==> src/rtl/uart_tx.sv <==
// 8N1 UART transmitter with a small write FIFO; queued bytes go out back-to-back.
// One bit lasts DIV_CNT+1 clocks. The line is driven from a register and idles high.
`timescale 1ns/1ps
module uart_tx #(
  parameter int                 DIV_WID = 9,
  parameter logic [DIV_WID-1:0] DIV_CNT = 9'd433,
  parameter int                 FIFO_AW = 2
) (
  input  logic       i_clk,
  input  logic       i_rst_n,
  input  logic [7:0] i_data,
  input  logic       i_dataen,
  output logic       o_full,
  output logic       o_overflow,
  output logic       o_busy,
  output logic       o_uart_miso
);

  localparam int DEPTH = 1 << FIFO_AW;
  localparam int CNT_W = FIFO_AW + 1;

  typedef enum logic [1:0] {IDLE, START, DATA, STOP} state_t;

  state_t               state, state_n;
  logic [DIV_WID-1:0]   div, div_n;
  logic [2:0]           bitcnt, bitcnt_n;
  logic [7:0]           shift, shift_n;
  logic                 line_n;
  logic [7:0]           mem [DEPTH];
  logic [FIFO_AW-1:0]   wr_ptr, rd_ptr;
  logic [CNT_W-1:0]     count, count_n;
  logic                 empty, wr_en, pop;

  assign o_full = (count == CNT_W'(DEPTH));
  assign empty  = (count == '0);
  // A write while full is dropped even if a pop frees a slot this cycle.
  assign wr_en  = i_dataen & ~o_full;

  always_comb begin
    state_n  = state;
    div_n    = ((state != IDLE) && (div != '0)) ? div - DIV_WID'(1) : div;
    bitcnt_n = bitcnt;
    shift_n  = shift;
    line_n   = o_uart_miso;
    pop      = 1'b0;
    case (state)
      IDLE: begin
        line_n = 1'b1;
        if (!empty) begin
          pop     = 1'b1;
          shift_n = mem[rd_ptr];
          div_n   = DIV_CNT;
          line_n  = 1'b0;
          state_n = START;
        end
      end
      START: begin
        if (div == '0) begin
          div_n    = DIV_CNT;
          line_n   = shift[0];
          bitcnt_n = 3'd0;
          state_n  = DATA;
        end
      end
      DATA: begin
        if (div == '0) begin
          div_n = DIV_CNT;
          if (bitcnt != 3'd7) begin
            shift_n  = {1'b0, shift[7:1]};
            line_n   = shift[1];
            bitcnt_n = bitcnt + 3'd1;
          end else begin
            line_n  = 1'b1;
            state_n = STOP;
          end
        end
      end
      STOP: begin
        if (div == '0) begin
          // Chain straight into the next start bit so frames stay contiguous.
          if (!empty) begin
            pop     = 1'b1;
            shift_n = mem[rd_ptr];
            div_n   = DIV_CNT;
            line_n  = 1'b0;
            state_n = START;
          end else begin
            state_n = IDLE;
          end
        end
      end
      default: state_n = IDLE;
    endcase

    count_n = count;
    case ({wr_en, pop})
      2'b10:   count_n = count + CNT_W'(1);
      2'b01:   count_n = count - CNT_W'(1);
      default: count_n = count;
    endcase
  end

  always_ff @(posedge i_clk or negedge i_rst_n) begin
    if (!i_rst_n) begin
      state       <= IDLE;
      div         <= '0;
      bitcnt      <= '0;
      shift       <= '0;
      o_uart_miso <= 1'b1;
      wr_ptr      <= '0;
      rd_ptr      <= '0;
      count       <= '0;
      o_busy      <= 1'b0;
      o_overflow  <= 1'b0;
    end else begin
      state       <= state_n;
      div         <= div_n;
      bitcnt      <= bitcnt_n;
      shift       <= shift_n;
      o_uart_miso <= line_n;
      count       <= count_n;
      if (wr_en) wr_ptr <= wr_ptr + FIFO_AW'(1);
      if (pop)   rd_ptr <= rd_ptr + FIFO_AW'(1);
      o_busy      <= (state_n != IDLE) | (count_n != '0);
      o_overflow  <= i_dataen & o_full;
    end
  end

  always_ff @(posedge i_clk) begin
    if (wr_en) mem[wr_ptr] <= i_data;
  end

endmodule
==> config.mk <==
export PLATFORM = sky130hd
export DESIGN_NAME = uart_tx
export DESIGN_NICKNAME = d
export VERILOG_FILES = /design/src/rtl/uart_tx.sv
export SDC_FILE = /design/constraint.sdc
export NUM_CORES = 1
export LEC_CHECK = 0
export ABC_AREA = 0
export BUFFER_PORTS_ARGS = -buffer_cell sky130_fd_sc_hd__buf_2
export CORE_ASPECT_RATIO = 1.1
export CORE_MARGIN = 3
export CORE_UTILIZATION = 63
export CTS_BUF_LIST = sky130_fd_sc_hd__clkbuf_8
export CTS_CLUSTER_DIAMETER = 80
export DETAILED_ROUTE_END_ITERATION = 8
export GPL_TIMING_DRIVEN = 0
export MAX_ROUTING_LAYER = met4
export PLACE_DENSITY = 0.79
export SYNTH_ARGS = -nofsm -noshare
export SYNTH_HDL_FRONTEND = slang
export SYNTH_SLANG_ARGS = --single-unit
==> constraint.sdc <==
create_clock -name i_clk -period 3.65 [get_ports i_clk]
set_clock_uncertainty 0.1 [all_clocks]
set_input_delay 0.9125 -clock i_clk [delete_from_list [all_inputs] [get_ports i_clk]]
set_output_delay 0.9125 -clock i_clk [all_outputs]
set_load 0.03 [all_outputs]
* After elaboration in Yosys (flattened, before gate mapping)
Memory sizes are Yosys's and may differ from the RTL's.
Index checks and enable logic that the tools add are counted.
** Storage, ports and cells
- Register bits :: 32
- Memory bits (writable) :: 32
- Input port bits :: 11
- Output and inout port bits :: 4
- Memories :: 1
** Cells by class
- $add $sub $neg :: 6
- Eq/ne operators :: 12
- Muxes and demuxes :: 34
- Bitwise logic cells :: 4
- Reduce and logical (&&, ||, !) cells :: 14
** Memory list
- mem :: depth 4, bits a word 8, rd ports 1, clocked after memory_dff 0, write ports 1, line 29 : logic [7:0] mem [DEPTH];
** Operators by type and width (count)
- $mux 9 :: 4
- $mux 8 :: 4
- $pmux 9 s3 :: 1
- $pmux 8 s3 :: 1
- $pmux 3 s2 :: 2
- $reduce_and 4->1 :: 3
- $mux 1 :: 11
- $mux 2 :: 5
- $ne 2x2->1 const B :: 5
- $logic_not 9->1 :: 1
- $mux 3 :: 3
- $reduce_bool 9->1 :: 1
- $sub 9x1->9 const B :: 1
- $pmux 2 s4 :: 1
- $add 3x1->3 const B :: 2
- $eq 2x2->1 const B :: 3
- $reduce_bool 2->1 :: 3
- $reduce_bool 3->1 :: 2
- $add 2x1->2 const B :: 2
- $eq 2x1->1 const B :: 2
- $pmux 1 s4 :: 1
- $eq 3x3->1 const B :: 1
- $logic_not 3->1 :: 1
- $ne 3x3->1 const B :: 1
- other kinds (8) :: 9

* Longest topological paths before layout
Gate-level depths: netlist (run 1).
- Depth after elaboration :: 8
- Mapped depth :: 12

* Least setup slack after synthesis (run 1)
Ideal clock, no wire load.
- Path type :: flip-flop to flip-flop
- Start point :: register div[0]
- End point :: register o_busy
- Arrival time :: 2554 ps
- Required time :: 3409 ps
- Path slack :: 854 ps
- Cell stages (with the launch flop) :: 13
- Path buffers :: 0
- Cell sequence :: dfrtp_1 inv_1 ha_1 nor4b_4 a31oi_1 nor3_1 ha_1 inv_1 fa_1 xor2_1 nor2_1 xnor2_1 o2111ai_1
** On the way
- Cells in the longest elaborated chain, start to end :: 7
- Elaborated cells on any way between the ends :: 13
- Those cells by class :: eq/ne: 2; mux: 7; bitwise: 1; reduce/logical: 3
** RTL lines
- start: declaration :: line 25 : logic [DIV_WID-1:0] div, div_n;
- start signal: assignment :: line 117 : div <= div_n;
- $logic_not 9->1 * :: line 79 : if (div == '0) begin
- $mux 1 * :: line 79
- $pmux 1 s2 * :: line 46 : case (state)
- net pop :: line 32 : logic empty, wr_en, pop;
- $eq 2x1->1 or $eq 2x2->1 (tied branches) :: line 96 : case ({wr_en, pop})
- $pmux 3 s2 * :: line 96
- $reduce_bool 3->1 * :: line 124 : o_busy <= (state_n != IDLE) | (count_n != '0);
- $or 1x1->1 * :: line 124
- end signal: assignment :: line 124
- end: declaration :: line 15 : output logic o_busy,
The timed path passes the listed nets; every way through them passes the cells marked *.
A chain may end at the register's enable or synchronous reset.

* Worst setup path in the final report (run 1)
Ends and elaborated chain as after synthesis.

==> results of run 1 <==
## critical path: stages (launching register included)
cell       delay [ns]
dfrtp_1          0.43
inv_1            0.10
ha_1             0.20
nor4b_4          0.46
a31oi_1          0.19
nor3_1           0.38
ha_1             0.26
inv_1            0.06
fa_1             0.37
xor2_1           0.15
nor2_1           0.14
xnor2_1          0.16
o2111ai_1        0.16
## through the flow
step / instances / power [mW] / hold slack (ns) / util, % / cell area, um2
finish: 322 / 1.836 / 0.3887 / 74.26 / 3527
detailed placement: 307 / 1.209 / 0.3789 / 69.86 / 3318
floorplan: 237 / 1.119 / 0.3585 / - / 3178
global placement: 307 / 1.193 / 0.3689 / 69.86 / 3318
global route: 322 / 1.926 / 0.4123 / 74.26 / 3527
CTS: 322 / 1.854 / 0.3951 / 74.26 / 3527
## Yosys cell counts, types with 3 or more instances
| cell type | number |
|---|---|
| o21ai_0 | 6 |
| mux2_1 | 9 |
| or3_1 | 3 |
| mux4_2 | 8 |
| dfrtp_1 | 31 |
| and3_1 | 5 |
| xor2_1 | 6 |
| o2111ai_1 | 3 |
| o31ai_1 | 3 |
| o211ai_1 | 3 |
| nor2_1 | 14 |
| xnor2_1 | 7 |
| a21oi_1 | 10 |
| mux2_2 | 8 |
| nand2_1 | 4 |
| edfxtp_1 | 32 |
| nand3_1 | 3 |
| ha_1 | 14 |
| nor3_1 | 4 |
| clkbuf_1 | 4 |
| buf_2 | 4 |
| inv_1 | 16 |
## placed cells by master, fill, tap and decap left out, types with 9 or more instances in the layout
| cell | synthesis | layout |
|---|---|---|
| a21oi_1 | 10 | 10 |
| buf_2 | 4 | 18 |
| clkbuf_8 | 0 | 9 |
| dfrtp_1 | 31 | 31 |
| edfxtp_1 | 32 | 32 |
| ha_1 | 14 | 14 |
| inv_1 | 16 | 16 |
| mux2_1 | 9 | 9 |
| nor2_1 | 14 | 14 |
## state kept, by name, indices dropped and copies added (netlist names)
| register | flops |
|---|---|
| wr_ptr | 2 |
| div | 9 |
| o_overflow | 1 |
| state | 2 |
| shift | 8 |
| o_busy | 1 |
| count | 3 |
| mem | 32 |
| rd_ptr | 2 |
| o_uart_miso | 1 |
| bitcnt | 3 |
## layout make-up
cell class / instances / area share (%)
inverter: 16 / 1.703
buffer: 10 / 1.206
clock inverter: 6 / 2.412
sequential: 64 / 49.98
tap: 56 / 1.987
clock buffer: 9 / 3.512
multi-input combinational: 147 / 37.21
timing repair buffer: 14 / 1.987
## per-layer routing
layer	GRT usage (%)	routed length, um	part of all wire (%)
met5	-	0	0
met4	7.790	53	0.95
met3	6.008	347	6.2
met2	33.95	2697	48
met1	27.75	2486	45
## cells by family (layout without fill, tap and decap cells)
kind of cell	count (synthesis)	count (layout)	share of synthesized area, %
compound gates	42	42	9.174
xor+xnor	13	13	3.583
fa+ha+maj	15	15	6.142
buf+inv	26	55	3.228
flops	64	64	55.47
mux	27	27	12.32
simple gates	50	50	10.08
## worst max-delay path by stage
stage / startpoint / slack, ns / depth (start not counted) / end
floorplan: div[0] / 0.85 / 12 / o_busy
global placement: div[0] / 0.44 / 12 / o_busy
detailed placement: div[0] / 0.36 / 12 / o_busy
CTS: div[0] / 0.32 / 12 / o_busy
global route: div[0] / 0.10 / 12 / o_busy
finish: div[0] / 0.32 / 12 / o_busy
## power groups by stage
stage | clock [mW] | combinational, mW | sequential, mW
after floorplan | 0 | 0.194 | 0.925
after global placement | 0 | 0.261 | 0.932
after detailed placement | 0 | 0.272 | 0.937
after CTS | 0.657 | 0.274 | 0.923
after global routing | 0.685 | 0.305 | 0.936
final | 0.644 | 0.269 | 0.923
==> results.cfg, run 1 <==
[outcome]
outcome = complete, no violations

[power_and_ir_drop]
p_sw_share_pct = 26.25
pwr-share-clk_pct = 35.1
power_density_nw_per_um2 = 520.6
leakage_nw = 1.407
comb_power_share_pct = 14.7
power_frac_seq_pct = 50.3
power_switching_mw = 0.4821
peakVddDrop_mv = 0.5852
intPower_mw = 1.354

[drt]
first_pass_iters = 4
detail_route.drc_violations = 0
ant_nets = 0
first_iter_violations = 168
vias = 1985
vias_per_cell = 6.165
detail_route.wl_per_cell_um = 17.34
wl_um = 5584

[placement]
place_ws_ns = 0.3586
numPortBuffers = 14
dpl.hpwl_um = 3902
gp_congestion = 0.8986

[hold_path]
worstHoldEndpoint = shift[2]
hold_path.class = reg -> reg
hold_start = shift[2]
whs_path_depth = 1

[critical_path]
cp_max_fo = 9
worstRegToRegCells = 12
r2r_start = div[0]
worst_ep_required_time_ns = 3.73
rrSetupSlack_ns = 0.32
reg2reg_to = o_busy
cp-start-kind = flop
path_class = reg -> reg
endpoint_kind = flop
crit_arrival_ns = 3.41

[synthesis]
synthDistinctLibCells = 53
synth_largest_area_cell = edfxtp_1
syn_area_per_cell_um2 = 13.41
synth_area_leaders = edfxtp_1 30%, dfrtp_1 24%, mux4_2 5.7%, ha_1 5.5%, mux2_1 3.2%
async_reset_ff_share_pct = 50.00
syn_inst = 237
synthesis.nets = 263
ys_seq_area_share_pct = 55.47
synth_ff_type = edfxtp_1
ys_warn_count = 0
synth_seq_cells = 64
synth_area_um2 = 3178
synth-edff-count = 32
netlist.area_leader.share_pct = 30.24

[die]
initial_core_util_pct = 66.91
die-area_um2 = 5934
ioPinCount = 15
die_w_um = 73.72
fp-row-count = 26
core_um2 = 4750
die_h_um = 80.49

[sta]
slew_violations = 0
fin_crit_ns = 3.326
fin_crit_sh_pct = 91.11
rsz0062_at_grt = no
worst_pin_slew_ns = 0.8219
hold_violations = 0
finalSetupTns_ns = 0
setup_slack_ns = 0.3243
setup_violations = 0
relSlewSlack_pct = 44.78
clock.fmax_ghz = 0.3007

[clock_tree]
cts_setup_buffers = 0
cts_tree = done
h-tree-depth = 3
cts_resized = 0
holdBufCountCts = 0
cts.sinks = 64
path_clk_slew_ns = 0.07
insertion_delay_ns = 0.34
ctsLongestPathBuffers = 2
cts_buffers = 9
ctsRootBufferMaster = clkbuf_8

[cells_and_area]
diodes = 0
regArea_um2 = 1763
areaGrowthSynthToFinish_pct = 10.98
fillers = 315
multi_input_area_um2 = 1313
drive_gt1_share_pct = 21.43
fin_nets = 288

[global_routing]
grt_max_degree = 33
grt_overflow = 0
grt_pass1_vias = 2011
grt_antenna_before_repair = 0
grt_pass1_wl_um = 9349
track_usage_pct = 21.92

[run]
maxCapViolCount = 0
(Power assumes the default switching activity.)
==> inputs of run 2 (changes only) <==
--- a/config.mk
+++ b/config.mk
@@ -7,15 +7,15 @@
 export LEC_CHECK = 0
 export ABC_AREA = 0
 export BUFFER_PORTS_ARGS = -buffer_cell sky130_fd_sc_hd__buf_2
-export CORE_ASPECT_RATIO = 1.1
 export CORE_MARGIN = 3
-export CORE_UTILIZATION = 63
+export CORE_UTILIZATION = 30
 export CTS_BUF_LIST = sky130_fd_sc_hd__clkbuf_8
 export CTS_CLUSTER_DIAMETER = 80
+export CTS_CLUSTER_SIZE = 28
 export DETAILED_ROUTE_END_ITERATION = 8
 export GPL_TIMING_DRIVEN = 0
 export MAX_ROUTING_LAYER = met4
-export PLACE_DENSITY = 0.79
+export PLACE_DENSITY = 0.43
 export SYNTH_ARGS = -nofsm -noshare
 export SYNTH_HDL_FRONTEND = slang
 export SYNTH_SLANG_ARGS = --single-unit
==> run 2 against run 1 <==
Compared with the run above:
- maximum frequency grew 3.9%
- clock power down 2%
- sequential power shrank 0.4%
- sequential cell count stayed put
- via count fell by 1.8%
- combinational power hardly changed
- global-route usage decreased by 9.9 points
- critical path depth fell by 2
- setup slack improved by 0.13 ns
- cell count increased by 25%
- first-iteration DRC count down 67%
- power down 1.0%
==> results.cfg, run 2 (synthesis results as in run 1) <==
[clock_tree]
cts_resized = 0
ctsRootBufferMaster = clkbuf_8
holdBufCountCts = 0
ctsLongestPathBuffers = 2
insertion_delay_ns = 0.34
path_clk_slew_ns = 0.08
h-tree-depth = 3
cts_buffers = 9
cts.sinks = 64
cts_tree = done
cts_setup_buffers = 0

[die]
ioPinCount = 15
die_w_um = 108.9
initial_core_util_pct = 31.64
fp-row-count = 36
core_um2 = 10040
die-area_um2 = 11860
die_h_um = 108.9

[critical_path]
cp_max_fo = 10
crit_family = simple AND/OR/NAND/NOR gates
critPathBufInv = 1
slowest_stage = nor4_4
crit_chain = nor4_4 > a31oi_1 > nor3_1 > ha_1 > inv_1 > fa_1 > xor2_1 > nor2_1 > xnor2_1 > o2111ai_1
slowest_delay_ns = 0.59
cp-start-kind = flop
worst_ep_required_time_ns = 3.74
path_class = reg -> reg
crit_arrival_ns = 3.29
rrSetupSlack_ns = 0.45
endpoint_kind = flop

[drt]
detail_route.drc_violations = 0
first_pass_iters = 4
vias_per_cell = 4.851
ant_nets = 0
vias = 1950
first_iter_violations = 55
detail_route.wl_per_cell_um = 15.66
wl_um = 6294

[sta]
slew_violations = 0
worst_pin_slew_ns = 0.8729
relSlewSlack_pct = 41.36
setup_violations = 0
fin_crit_ns = 3.200
fin_crit_sh_pct = 87.66
rsz0062_at_grt = no
clock.fmax_ghz = 0.3125
finalSetupTns_ns = 0
hold_violations = 0
setup_slack_ns = 0.4504
hold_ws_ns = 0.3921

[global_routing]
grt_max_degree = 33
grt_overflow = 0
track_usage_pct = 12.03
grtUsageMet3_pct = 3.079
grt_pass1_vias = 2012
grt_pass1_wl_um = 10540
grt_antenna_before_repair = 0
busiest_layer = met2
use_met2_pct = 17.19
use_met1_pct = 16.60

[cells_and_area]
diodes = 0
fin_nets = 290
mostFrequentLayoutCells = 32 x edfxtp_1, 31 x dfrtp_1, 18 x buf_2
largest_reg_flops = 32
drive_gt1_share_pct = 22.68
top_register = mem
instances_no_fill = 402
largestRegisters = mem (32), div (9), shift (8)
areaGrowthSynthToFinish_pct = 14.37
final_cell_area_um2 = 3635
finish.utilization_pct = 36.19
final_common_cell = edfxtp_1

[power_and_ir_drop]
power_density_nw_per_um2 = 500.0
peakVddDrop_mv = 0.2393
power_mw = 1.817
leakage_nw = 1.409

[placement]
dpl.hpwl_um = 4396
placed_area_um2 = 3415
place_ws_ns = 0.2880
numPortBuffers = 14
gp_congestion = 0.7715
place_inst = 384

[run]
maxCapViolCount = 0

[outcome]
outcome = complete, no violations

[hold_path]
hold_path.class = reg -> reg
run 2: changes by cell type in the layout (fill, tap and decap cells not counted):
| cell | change |
|---|---|
| bufinv_16 | -1 |
| clkinv_4 | +1 |
| clkinvlp_4 | +2 |
| inv_8 | +1 |
| clkinv_2 | -1 |
| clkinv_1 | -1 |
| buf_4 | +2 |
run 2: final cells by class:
type,count,area (um2)
tap,133,166.4
buffer,10,42.54
timing repair buffer,16,85.08
clock buffer,9,123.9
inverter,16,60.06
sequential,64,1763
multi-input combinational,147,1313
fill,974,6410
clock inverter,7,81.33
run 2: worst paths after layout:
kind | start | end | cells after the start
min in group asynchronous | i_rst_n | div[7] | 1
worst min-delay path | shift[2] | shift[2] | 1
worst min register to register | shift[2] | shift[2] | 1
worst max-delay path | div[3] | o_busy | 10
max in group asynchronous | i_rst_n | state[1] | 1
worst max register to register | div[3] | o_busy | 10
run 2: per-layer routing:
| metal | vias up | wire [um] |
|---|---|---|
| met1 | 973 | 3178 |
| met4 | 0 | 70 |
| met5 | - | 0 |
| met3 | 6 | 189 |
| li1 | 945 | - |
| met2 | 26 | 2856 |
run 2: where the power goes:
group	total (mW)	switching, mW	internal [mW]
clock network	0.631	0.309	0.322
registers	0.919	0.0488	0.870
logic	0.268	0.164	0.104
==> inputs of run 3 (changes only) <==
--- a/config.mk
+++ b/config.mk
@@ -7,6 +7,8 @@
 export LEC_CHECK = 0
 export ABC_AREA = 0
 export BUFFER_PORTS_ARGS = -buffer_cell sky130_fd_sc_hd__buf_2
+export CELL_PAD_IN_SITES_DETAIL_PLACEMENT = 1
+export CELL_PAD_IN_SITES_GLOBAL_PLACEMENT = 1
 export CORE_MARGIN = 3
 export CORE_UTILIZATION = 30
 export CTS_BUF_LIST = sky130_fd_sc_hd__clkbuf_8
@@ -15,7 +17,7 @@
 export DETAILED_ROUTE_END_ITERATION = 8
 export GPL_TIMING_DRIVEN = 0
 export MAX_ROUTING_LAYER = met4
-export PLACE_DENSITY = 0.43
+export PLACE_DENSITY = 0.49
 export SYNTH_ARGS = -nofsm -noshare
 export SYNTH_HDL_FRONTEND = slang
 export SYNTH_SLANG_ARGS = --single-unit
==> run 3 against run 2 <==
Compared with the run above:
- setup slack worse by 0.11 ns
- largest power group unchanged
- first-iteration DRC count is 16% lower
- global-route usage is 1.0 points higher
- clock power increased by 12%
- wire length grew 8.6%
- die area unchanged
- maximum frequency down 3.4%
==> results.cfg, run 3 (synthesis results as in run 1) <==
[die]
initial_core_util_pct = 31.64
core_um2 = 10040
fp-row-count = 36
die_w_um = 108.9
die_h_um = 108.9
ioPinCount = 15
die-area_um2 = 11860

[critical_path]
endpoint_kind = flop
cp-start-kind = flop
crit_family = simple AND/OR/NAND/NOR gates
critPathBufInv = 2
slowest_delay_ns = 0.46
cp_max_fo = 9
path_class = reg -> reg
crit_chain = inv_1 > ha_1 > nor4b_4 > a31oi_1 > nor3_1 > ha_1 > inv_1 > fa_1 > xor2_1 > nor2_1 > xnor2_1 > o2111ai_1
slowest_stage = nor4b_4
crit_arrival_ns = 3.42
worst_ep_required_time_ns = 3.76

[clock_tree]
ctsRootBufferMaster = clkbuf_8
cts_tree = done
cts.sinks = 64
h-tree-depth = 3
path_clk_slew_ns = 0.08
cts_resized = 0
cts_buffers = 9
holdBufCountCts = 0
insertion_delay_ns = 0.35
cts_setup_buffers = 0
ctsLongestPathBuffers = 2

[sta]
clock.fmax_ghz = 0.3019
setup_violations = 0
hold_violations = 0
finalSetupTns_ns = 0
worst_pin_slew_ns = 0.8810
relSlewSlack_pct = 40.82
slew_violations = 0
rsz0062_at_grt = no
fin_crit_sh_pct = 90.74
fin_crit_ns = 3.312

[cells_and_area]
areaGrowthSynthToFinish_pct = 14.57
final_common_cell = edfxtp_1
largest_reg_flops = 32
drive_gt1_share_pct = 22.10
fin_nets = 288
top_register = mem
mostFrequentLayoutCells = 32 x edfxtp_1, 31 x dfrtp_1, 18 x buf_2
fillers = 1085
instances_no_fill = 400
diodes = 0
largestRegisters = mem (32), div (9), shift (8)

[power_and_ir_drop]
power_density_nw_per_um2 = 520.7
peakVddDrop_mv = 0.2441
p_sw_share_pct = 28.00
power_frac_seq_pct = 48.6
comb_power_share_pct = 14.1
leakage_nw = 1.415
power_switching_mw = 0.5309
intPower_mw = 1.365
pwr-share-clk_pct = 37.3
power_mw = 1.896

[global_routing]
grt_overflow = 0
grt_pass1_wl_um = 11430
grt_max_degree = 33
grt_antenna_before_repair = 0
grt_pass1_vias = 2110
track_usage_pct = 13.08

[drt]
first_iter_violations = 46
detail_route.wl_per_cell_um = 17.10
first_pass_iters = 4
wl_um = 6838
vias = 1956
ant_nets = 0
vias_per_cell = 4.890
detail_route.drc_violations = 0

[run]
maxCapViolCount = 0

[placement]
numPortBuffers = 14
dpl.hpwl_um = 4698
place_inst = 384
gp_congestion = 0.7519

[hold_path]
hold_path.class = reg -> reg

[outcome]
outcome = complete, no violations
==> run 3: cell count changes in the layout (fill, tap and decap cells not counted) <==
| cell | delta |
|---|---|
| buf_4 | -2 |
| clkinvlp_4 | -2 |
| inv_6 | +2 |
| bufinv_16 | +1 |
| inv_8 | -1 |
==> run 3: power by group through the flow <==
stage	Combinational, mW	Sequential [mW]	Clock, mW
2_1_floorplan	0.194	0.925	0
3_3_place_gp	0.273	0.936	0
3_5_place_dp	0.278	0.938	0
4_1_cts	0.279	0.923	0.734
5_1_grt	0.312	0.932	0.760
6_report	0.268	0.921	0.706
==> run 3: final cells by class <==
class	instances	area [um2]	area share (%)
well taps	133	166.4	4.570
flip-flops and latches	64	1763	48.42
plain buffers	10	42.54	1.168
clock inverters	7	102.6	2.818
repair buffers	14	70.07	1.924
multi-input cells	147	1313	36.05
inverters	16	60.06	1.649
clock buffers	9	123.9	3.402
==> run 3: routing by layer <==
metal / vias to the layer above / global-route usage [%] / routed length, um
li1: 931 / - / -
met1: 991 / 17.49 / 3359
met2: 26 / 19.61 / 3181
met3: 8 / 2.901 / 194
met4: 0 / 4.599 / 102
met5: - / - / 0
==> run 3: final timing paths <==
| check | start | endpoint | slack [ns] | cells after the start |
|---|---|---|---|---|
| min in group asynchronous | i_rst_n | div[1] | 0.54 | 1 |
| worst max-delay path | div[0] | o_busy | 0.34 | 12 |
| worst min register to register | shift[5] | shift[5] | 0.39 | 1 |
| max in group asynchronous | i_rst_n | shift[0] | 2.41 | 1 |
| worst min-delay path | shift[5] | shift[5] | 0.39 | 1 |
| worst max register to register | div[0] | o_busy | 0.34 | 12 |
==> run 3: metrics by stage <==
step	instance area (um2)	utilization, %	setup slack, ns	hold WS [ns]
after floorplan	3178	-	0.8544	0.3585
after global placement	3415	33.99	0.3480	0.3741
after detailed placement	3415	33.99	0.3209	0.3805
after CTS	3641	36.25	0.3028	0.3977
after global routing	3641	36.25	0.05537	0.4132
final	3641	36.25	0.3380	0.3896
